[src/rtl/rv32i_encoder_if.sv]
// Request/response bundle of the RV32I instruction encoder.
// The encoder sits on the slave side; the loader or stimulus source drives the master side.
interface rv32i_encoder_if;
  logic        in_valid;
  logic        in_ready;
  logic [6:0]  in_opcode;
  logic [2:0]  in_funct3;
  logic [6:0]  in_funct7;
  logic [4:0]  in_rs1;
  logic [4:0]  in_rs2;
  logic [4:0]  in_rd;
  logic [31:0] in_imm;
  logic        out_valid;
  logic        out_ready;
  logic [31:0] out_instr;
  logic        err_valid;
  logic [2:0]  err_code;
  logic        err_sticky;
  logic [15:0] out_count;

  modport slave (
    input  in_valid, in_opcode, in_funct3, in_funct7, in_rs1, in_rs2, in_rd, in_imm,
    input  out_ready,
    output in_ready, out_valid, out_instr, err_valid, err_code, err_sticky, out_count
  );

  modport master (
    output in_valid, in_opcode, in_funct3, in_funct7, in_rs1, in_rs2, in_rd, in_imm,
    output out_ready,
    input  in_ready, out_valid, out_instr, err_valid, err_code, err_sticky, out_count
  );
endinterface

[src/rtl/rv32i_encoder.sv]
// Streaming RV32I encoder: packs field-level requests into instruction words,
// range-checks the immediate and buffers results in a 2-entry output queue.
module rv32i_encoder (
  input  logic            clk,
  input  logic            rst_n,
  rv32i_encoder_if.slave  bus
);
  localparam logic [6:0] OP_REG   = 7'b0110011;
  localparam logic [6:0] OP_IMM   = 7'b0010011;
  localparam logic [6:0] OP_LOAD  = 7'b0000011;
  localparam logic [6:0] OP_JALR  = 7'b1100111;
  localparam logic [6:0] OP_CSR   = 7'b1110011;
  localparam logic [6:0] OP_STORE = 7'b0100011;
  localparam logic [6:0] OP_BR    = 7'b1100011;
  localparam logic [6:0] OP_LUI   = 7'b0110111;
  localparam logic [6:0] OP_AUIPC = 7'b0010111;
  localparam logic [6:0] OP_JAL   = 7'b1101111;

  localparam logic [2:0] ERR_NONE     = 3'd0;
  localparam logic [2:0] ERR_BAD_OP   = 3'd1;
  localparam logic [2:0] ERR_RANGE    = 3'd2;
  localparam logic [2:0] ERR_MISALIGN = 3'd3;

  logic [6:0]  op;
  logic [2:0]  f3;
  logic [6:0]  f7;
  logic [4:0]  rs1, rs2, rd;
  logic [31:0] imm;
  logic        is_shift, i_ok, b_ok, j_ok;
  logic [31:0] word;
  logic [2:0]  code;

  logic [1:0]  count;
  logic [31:0] head, tail;
  logic        accept, push, pop;
  logic        err_valid_q, err_sticky_q;
  logic [2:0]  err_code_q;
  logic [15:0] out_count_q;

  assign op  = bus.in_opcode;
  assign f3  = bus.in_funct3;
  assign f7  = bus.in_funct7;
  assign rs1 = bus.in_rs1;
  assign rs2 = bus.in_rs2;
  assign rd  = bus.in_rd;
  assign imm = bus.in_imm;

  // Shift-immediates are op_imm with funct3 001 (sll) or 101 (srl/sra).
  assign is_shift = (op == OP_IMM) && (f3[1:0] == 2'b01);
  assign i_ok     = (&imm[31:11]) | (~|imm[31:11]);
  assign b_ok     = (&imm[31:12]) | (~|imm[31:12]);
  assign j_ok     = (&imm[31:20]) | (~|imm[31:20]);

  always_comb begin
    word = '0;
    code = ERR_NONE;
    case (op)
      OP_REG: word = {f7, rs2, rs1, f3, rd, op};
      OP_IMM, OP_LOAD, OP_JALR, OP_CSR: begin
        if (is_shift) begin
          word = {f7, imm[4:0], rs1, f3, rd, op};
          if (|imm[31:5]) code = ERR_RANGE;
        end else begin
          word = {imm[11:0], rs1, f3, rd, op};
          if (!i_ok) code = ERR_RANGE;
        end
      end
      OP_STORE: begin
        word = {imm[11:5], rs2, rs1, f3, imm[4:0], op};
        if (!i_ok) code = ERR_RANGE;
      end
      OP_BR: begin
        word = {imm[12], imm[10:5], rs2, rs1, f3, imm[4:1], imm[11], op};
        if (imm[0])     code = ERR_MISALIGN;
        else if (!b_ok) code = ERR_RANGE;
      end
      OP_JAL: begin
        word = {imm[20], imm[10:1], imm[11], imm[19:12], rd, op};
        if (imm[0])     code = ERR_MISALIGN;
        else if (!j_ok) code = ERR_RANGE;
      end
      OP_LUI, OP_AUIPC: begin
        word = {imm[31:12], rd, op};
        if (|imm[11:0]) code = ERR_RANGE;
      end
      default: code = ERR_BAD_OP;
    endcase
  end

  // in_ready comes from the registered count only, so out_ready never reaches it.
  assign bus.in_ready = (count != 2'd2);
  assign accept       = bus.in_valid && bus.in_ready;
  assign push         = accept && (code == ERR_NONE);
  assign pop          = (count != 2'd0) && bus.out_ready;

  always_ff @(posedge clk or negedge rst_n) begin
    if (!rst_n) begin
      count        <= 2'd0;
      head         <= '0;
      tail         <= '0;
      err_valid_q  <= 1'b0;
      err_code_q   <= ERR_NONE;
      err_sticky_q <= 1'b0;
      out_count_q  <= '0;
    end else begin
      err_valid_q <= accept && (code != ERR_NONE);
      if (accept && (code != ERR_NONE)) begin
        err_code_q   <= code;
        err_sticky_q <= 1'b1;
      end
      if (pop) out_count_q <= out_count_q + 16'd1;

      // Head is left untouched on the last pop so out_instr keeps the popped word.
      case (count)
        2'd0: if (push) begin
          head  <= word;
          count <= 2'd1;
        end
        2'd1: begin
          if (push && pop) begin
            head <= word;
          end else if (push) begin
            tail  <= word;
            count <= 2'd2;
          end else if (pop) begin
            count <= 2'd0;
          end
        end
        2'd2: if (pop) begin
          head  <= tail;
          count <= 2'd1;
        end
        default: count <= 2'd0;
      endcase
    end
  end

  assign bus.out_valid  = (count != 2'd0);
  assign bus.out_instr  = head;
  assign bus.err_valid  = err_valid_q;
  assign bus.err_code   = err_code_q;
  assign bus.err_sticky = err_sticky_q;
  assign bus.out_count  = out_count_q;
endmodule

[src/flat_wrapper.sv]
// flat-port wrapper written by rule: the top's interface ports become plain ports
module rv32i_encoder_flat 
  (clk, rst_n, bus_in_valid, bus_in_opcode, bus_in_funct3, bus_in_funct7, bus_in_rs1, bus_in_rs2, bus_in_rd, bus_in_imm, bus_out_ready, bus_in_ready, bus_out_valid, bus_out_instr, bus_err_valid, bus_err_code, bus_err_sticky, bus_out_count);
  rv32i_encoder_if bus_i ();
  input  logic clk;
  input  logic rst_n;
  input wire logic [$bits(bus_i.in_valid)-1:0] bus_in_valid;
  input wire logic [$bits(bus_i.in_opcode)-1:0] bus_in_opcode;
  input wire logic [$bits(bus_i.in_funct3)-1:0] bus_in_funct3;
  input wire logic [$bits(bus_i.in_funct7)-1:0] bus_in_funct7;
  input wire logic [$bits(bus_i.in_rs1)-1:0] bus_in_rs1;
  input wire logic [$bits(bus_i.in_rs2)-1:0] bus_in_rs2;
  input wire logic [$bits(bus_i.in_rd)-1:0] bus_in_rd;
  input wire logic [$bits(bus_i.in_imm)-1:0] bus_in_imm;
  input wire logic [$bits(bus_i.out_ready)-1:0] bus_out_ready;
  output wire logic [$bits(bus_i.in_ready)-1:0] bus_in_ready;
  output wire logic [$bits(bus_i.out_valid)-1:0] bus_out_valid;
  output wire logic [$bits(bus_i.out_instr)-1:0] bus_out_instr;
  output wire logic [$bits(bus_i.err_valid)-1:0] bus_err_valid;
  output wire logic [$bits(bus_i.err_code)-1:0] bus_err_code;
  output wire logic [$bits(bus_i.err_sticky)-1:0] bus_err_sticky;
  output wire logic [$bits(bus_i.out_count)-1:0] bus_out_count;
  assign bus_i.in_valid = bus_in_valid;
  assign bus_i.in_opcode = bus_in_opcode;
  assign bus_i.in_funct3 = bus_in_funct3;
  assign bus_i.in_funct7 = bus_in_funct7;
  assign bus_i.in_rs1 = bus_in_rs1;
  assign bus_i.in_rs2 = bus_in_rs2;
  assign bus_i.in_rd = bus_in_rd;
  assign bus_i.in_imm = bus_in_imm;
  assign bus_i.out_ready = bus_out_ready;
  assign bus_in_ready = bus_i.in_ready;
  assign bus_out_valid = bus_i.out_valid;
  assign bus_out_instr = bus_i.out_instr;
  assign bus_err_valid = bus_i.err_valid;
  assign bus_err_code = bus_i.err_code;
  assign bus_err_sticky = bus_i.err_sticky;
  assign bus_out_count = bus_i.out_count;
  rv32i_encoder u_core (.clk(clk), .rst_n(rst_n), .bus(bus_i));
endmodule
[config.mk]
export PLATFORM = sky130hd
export DESIGN_NAME = rv32i_encoder_flat
export DESIGN_NICKNAME = d
export VERILOG_FILES = /design/src/rtl/rv32i_encoder_if.sv /design/src/rtl/rv32i_encoder.sv /design/src/flat_wrapper.sv
export SDC_FILE = /design/constraint.sdc
export NUM_CORES = 1
export LEC_CHECK = 0
export CORE_MARGIN = 5
export CORE_UTILIZATION = 45
export DETAILED_ROUTE_END_ITERATION = 8
export PLACE_DENSITY = 0.78
export RECOVER_POWER = 50
export SETUP_SLACK_MARGIN = 0.15
export SLEW_MARGIN = 20
export SYNTH_ARGS = -nofsm -noshare
export SYNTH_HDL_FRONTEND = slang
export SYNTH_SLANG_ARGS = --single-unit
[constraint.sdc]
create_clock -name clk -period 1.9 [get_ports clk]
set_input_delay 0.38 -clock clk [delete_from_list [all_inputs] [get_ports clk]]
set_output_delay 0.38 -clock clk [all_outputs]
set_load 0.01 [all_outputs]
==> results.txt <==
1st-iter DRT viols: 351
Total power: 4.99 mW
First-pass GRT wire length: 24.8 mm
Pleak: 3.77 nW
Worst Hold Class: in2reg
IO Port Bufs: 121
Cell breakdown of the critical path: clkdlybuf4s15_1 -> nor4_2 -> and3_4 -> nand2_2 -> a221oi_2 -> o31a_1 -> buf_4 -> buf_6 -> nand3_4 -> clkbuf_16 -> mux2_4
Post-DP Area: 6760 sq um
Fillers: 670
Status: complete, but fails checks
Synthesis-stage register bit count: 86
Crit path max-delay family: simple AND/OR/NAND/NOR gates
Syn avg cell area: 11.4 sq um
Num CTS Buffers: 9
CP endpoint kind: flip-flop
Pin slew with the least headroom to its limit: 744 ps
Routed wire length: 16.6 mm
Drt first pass iters: 6
Antenna viol nets, final: 0
Post-synth net total: 485
Die Height: 113 um
Via-to-Cell Ratio: 5.61
Slowest cell on crit path: nor4_2
Via Count: 4560
Synthesized instance count: 416
CTS H-Tree Depth: 3
Cell Area, Synth: 4740 sq um
CTS Buffer Depth: 2
Fin crit share: 125%
Final Skew: 18.1 ps
Core area: 10300 sq um
Fin area: 7760 sq um
Max_slew headroom: 50.4%
Worst slack, placed: -1210 ps
Worst Setup Slack, final: -468 ps
CTS Sinks: 86
Post-synth EDFFs: 0
Max-cap violation count: 0
Syn. warnings: 0
Crit path buffers/inverters: 4
FF/Latch Area: 2150 sq um
Largest net degree at the start of global routing: 41
Worst Path Max Fanout: 7
Endpoints failing setup: 70
All-Layer GR Usage: 24.3%
Final Max Slew Viols: 0
Register area share after synthesis: 45.4%
Peak VDD IR: 0.408 mV
Synth Flop Type: dfrtp_1
HPWL Detailed: 10.8 mm
Routed WL per cell: 20.4 um
Multi-input combinational cell area: 2720 sq um
CP required: 2150 ps
Vias in the first global route: 4829
Crit path largest cell delay: 350 ps
Startpoint type of the worst setup path: primary input
Failing checks: setup timing
TritonCTS clock tree: built
DRC: 0
Distinct cell type count after synthesis: 56
Ant diodes: 0
Num ports: 123
Layout cells sized above 1: 43.9%
PwrDens: 643 nW/um^2
Chip width: 113 um
Unrepaired setup endpoints after global routing: true
Initial Util: 46.1%
Final hold vios: 0
Max Freq: 422 MHz
Util after Layout: 75.5%
Ys async rst share: 100%
Fin nets: 741
Worst-Skew Late Latency: 370 ps
Rows: 37
Grt total ovfl: 0
Area Overhead vs Synth: 63.8%
Crit path DAT: 2620 ps
Tmin final: 2370 ps
Clock-pin slew on the worst setup and hold paths: 100 ps
WS Path Type: in2reg
Initial antenna violation count: 1
GPL Wtd Cong: 0.960
Die area: 12700 sq um
CTS root buf: clkbuf_8
## final timing paths
| check | cells after the start | slack [ps] | endpoint | from |
|---|---|---|---|---|
| min | 3 | 460 | u_core.tail[29]$_DFFE_PN0P_ | bus_in_imm[9] |
| min in group asynchronous | 2 | 600 | u_core.bus.out_instr[26]$_DFFE_PN0P_ | rst_n |
| max in group asynchronous | 3 | 170 | u_core.bus.out_instr[3]$_DFFE_PN0P_ | rst_n |
| max reg2reg | 6 | 20 | u_core.bus.out_instr[31]$_DFFE_PN0P_ | u_core.count[0]$_DFFE_PN0P_ |
| min reg2reg | 1 | 490 | u_core.bus.out_count[15]$_DFFE_PN0P_ | u_core.bus.out_count[15]$_DFFE_PN0P_ |
| max | 11 | -470 | u_core.tail[19]$_DFFE_PN0P_ | bus_in_imm[22] |
## flip-flops by register name, summed over array words and instances (netlist names)
signal and flops:
u_core.bus.err_code 2, u_core.bus.err_sticky 1, u_core.bus.err_valid 1, u_core.bus.out_count 16, u_core.bus.out_instr 32, u_core.count 2, u_core.tail 32
## tightest hold or removal path, cell delays in order
cell and delay, ps:
dlymetal6s2s_1 130, a222oi_1 130, mux2i_1 140
## per-stage QoR
stage	cells	setup TNS [ps]	hold slack, ps
after detailed placement	745	-80100	339
final	813	-28220	459
after floorplan	416	-24040	84.4
after CTS	790	-22590	477
after global routing	813	-31000	503
after global placement	745	-70640	329
## cells in the mapped netlist (2+ instances only)
cell type	count	area (sq um)
a211oi_1	2	15.0
nand3_1	9	45.0
a31oi_1	4	25.0
dfrtp_1	86	2150
inv_1	20	75.1
xor2_1	5	43.8
mux2_2	18	203
or2_2	4	25.0
mux2_1	4	45.0
or3_1	7	43.8
a22o_1	14	123
nor4_1	5	31.3
mux2_4	36	541
buf_6	5	56.3
a222oi_1	11	110
nor2_1	33	124
a21oi_1	20	100
nand2b_1	6	37.5
o221a_2	6	67.6
o31a_1	2	17.5
nor2b_1	2	12.5
nand4_1	11	68.8
and2_1	3	18.8
xnor2_1	12	105
clkbuf_1	7	26.3
nand2_1	15	56.3
nor3_1	7	35.0
o21ai_0	10	50.1
or4_1	2	15.0
mux2i_1	11	110
buf_2	8	40.0
and3_1	5	31.3
buf_4	3	22.5
## cell type report
cell class / instances / share of cell area, %
clock buffer: 9 / 1.60
clock inverter: 7 / 0.967
inverter: 20 / 0.967
multi-input combinational: 287 / 35.0
sequential: 86 / 27.7
tap: 136 / 2.19
timing repair buffer: 268 / 31.5
## cell families (layout without fill, tap and decap cells)
logic type	Yosys count	after routing	share of synthesized area, %
buffers and inverters	43	304	4.65
other	1	1	0.0791
AND/OR/NAND/NOR	117	117	14.0
AO/OA/AOI/OAI	82	82	13.5
XOR/XNOR	17	17	3.14
multiplexers	69	69	19.0
flip-flops	86	86	45.4
adder cells (fa/ha/maj)	1	1	0.264
## layout by cell type (no fill, tap or decap), types with 4 or more instances in the layout
master / instances
buf_12: 6
mux2i_1: 11
dlymetal6s2s_1: 7
dlygate4sd2_1: 15
nand3_1: 6
a222oi_1: 11
clkdlybuf4s15_1: 7
clkdlybuf4s50_1: 74
buf_2: 7
inv_1: 20
o21ai_0: 6
or3_1: 7
mux2_2: 18
buf_4: 118
xnor2_1: 12
o221a_4: 6
xor2_1: 5
nor3_1: 4
clkbuf_8: 9
nor4_2: 4
and3_1: 4
nand2_1: 11
buf_6: 22
dfrtp_1: 85
nor2_1: 28
clkbuf_2: 5
mux2_4: 40
nand4_1: 11
a22o_1: 14
a21oi_1: 18
## report_power, final
group	switching, mW	internal, mW	leakage, nW
clock network	0.797	0.519	0.0981
registers	0.156	2.03	1.10
logic	0.606	0.883	2.58
total	1.56	3.43	3.77
## per-layer routing
layer | vias to the layer above | track usage [%] | part of all wire, %
met1 | 2236 | 29.7 | 40
met4 | 2 | 9.29 | 3.5
met2 | 195 | 42.1 | 51
met5 | - | 0 | 0.12
met3 | 64 | 5.07 | 6.1
li1 | 2063 | - | -
## timing repair
action / CTS / global route
pin swaps: 20 / 33
endpoints found under the setup margin: 78 / 89
hold buffers: 1 / 0
setup buffers: 28 / 21
resized for setup: 142 / 56
endpoints found under the hold margin: 28 / 0
cloned: 0 / 2
No activity file was read; power rests on OpenSTA's default activity.
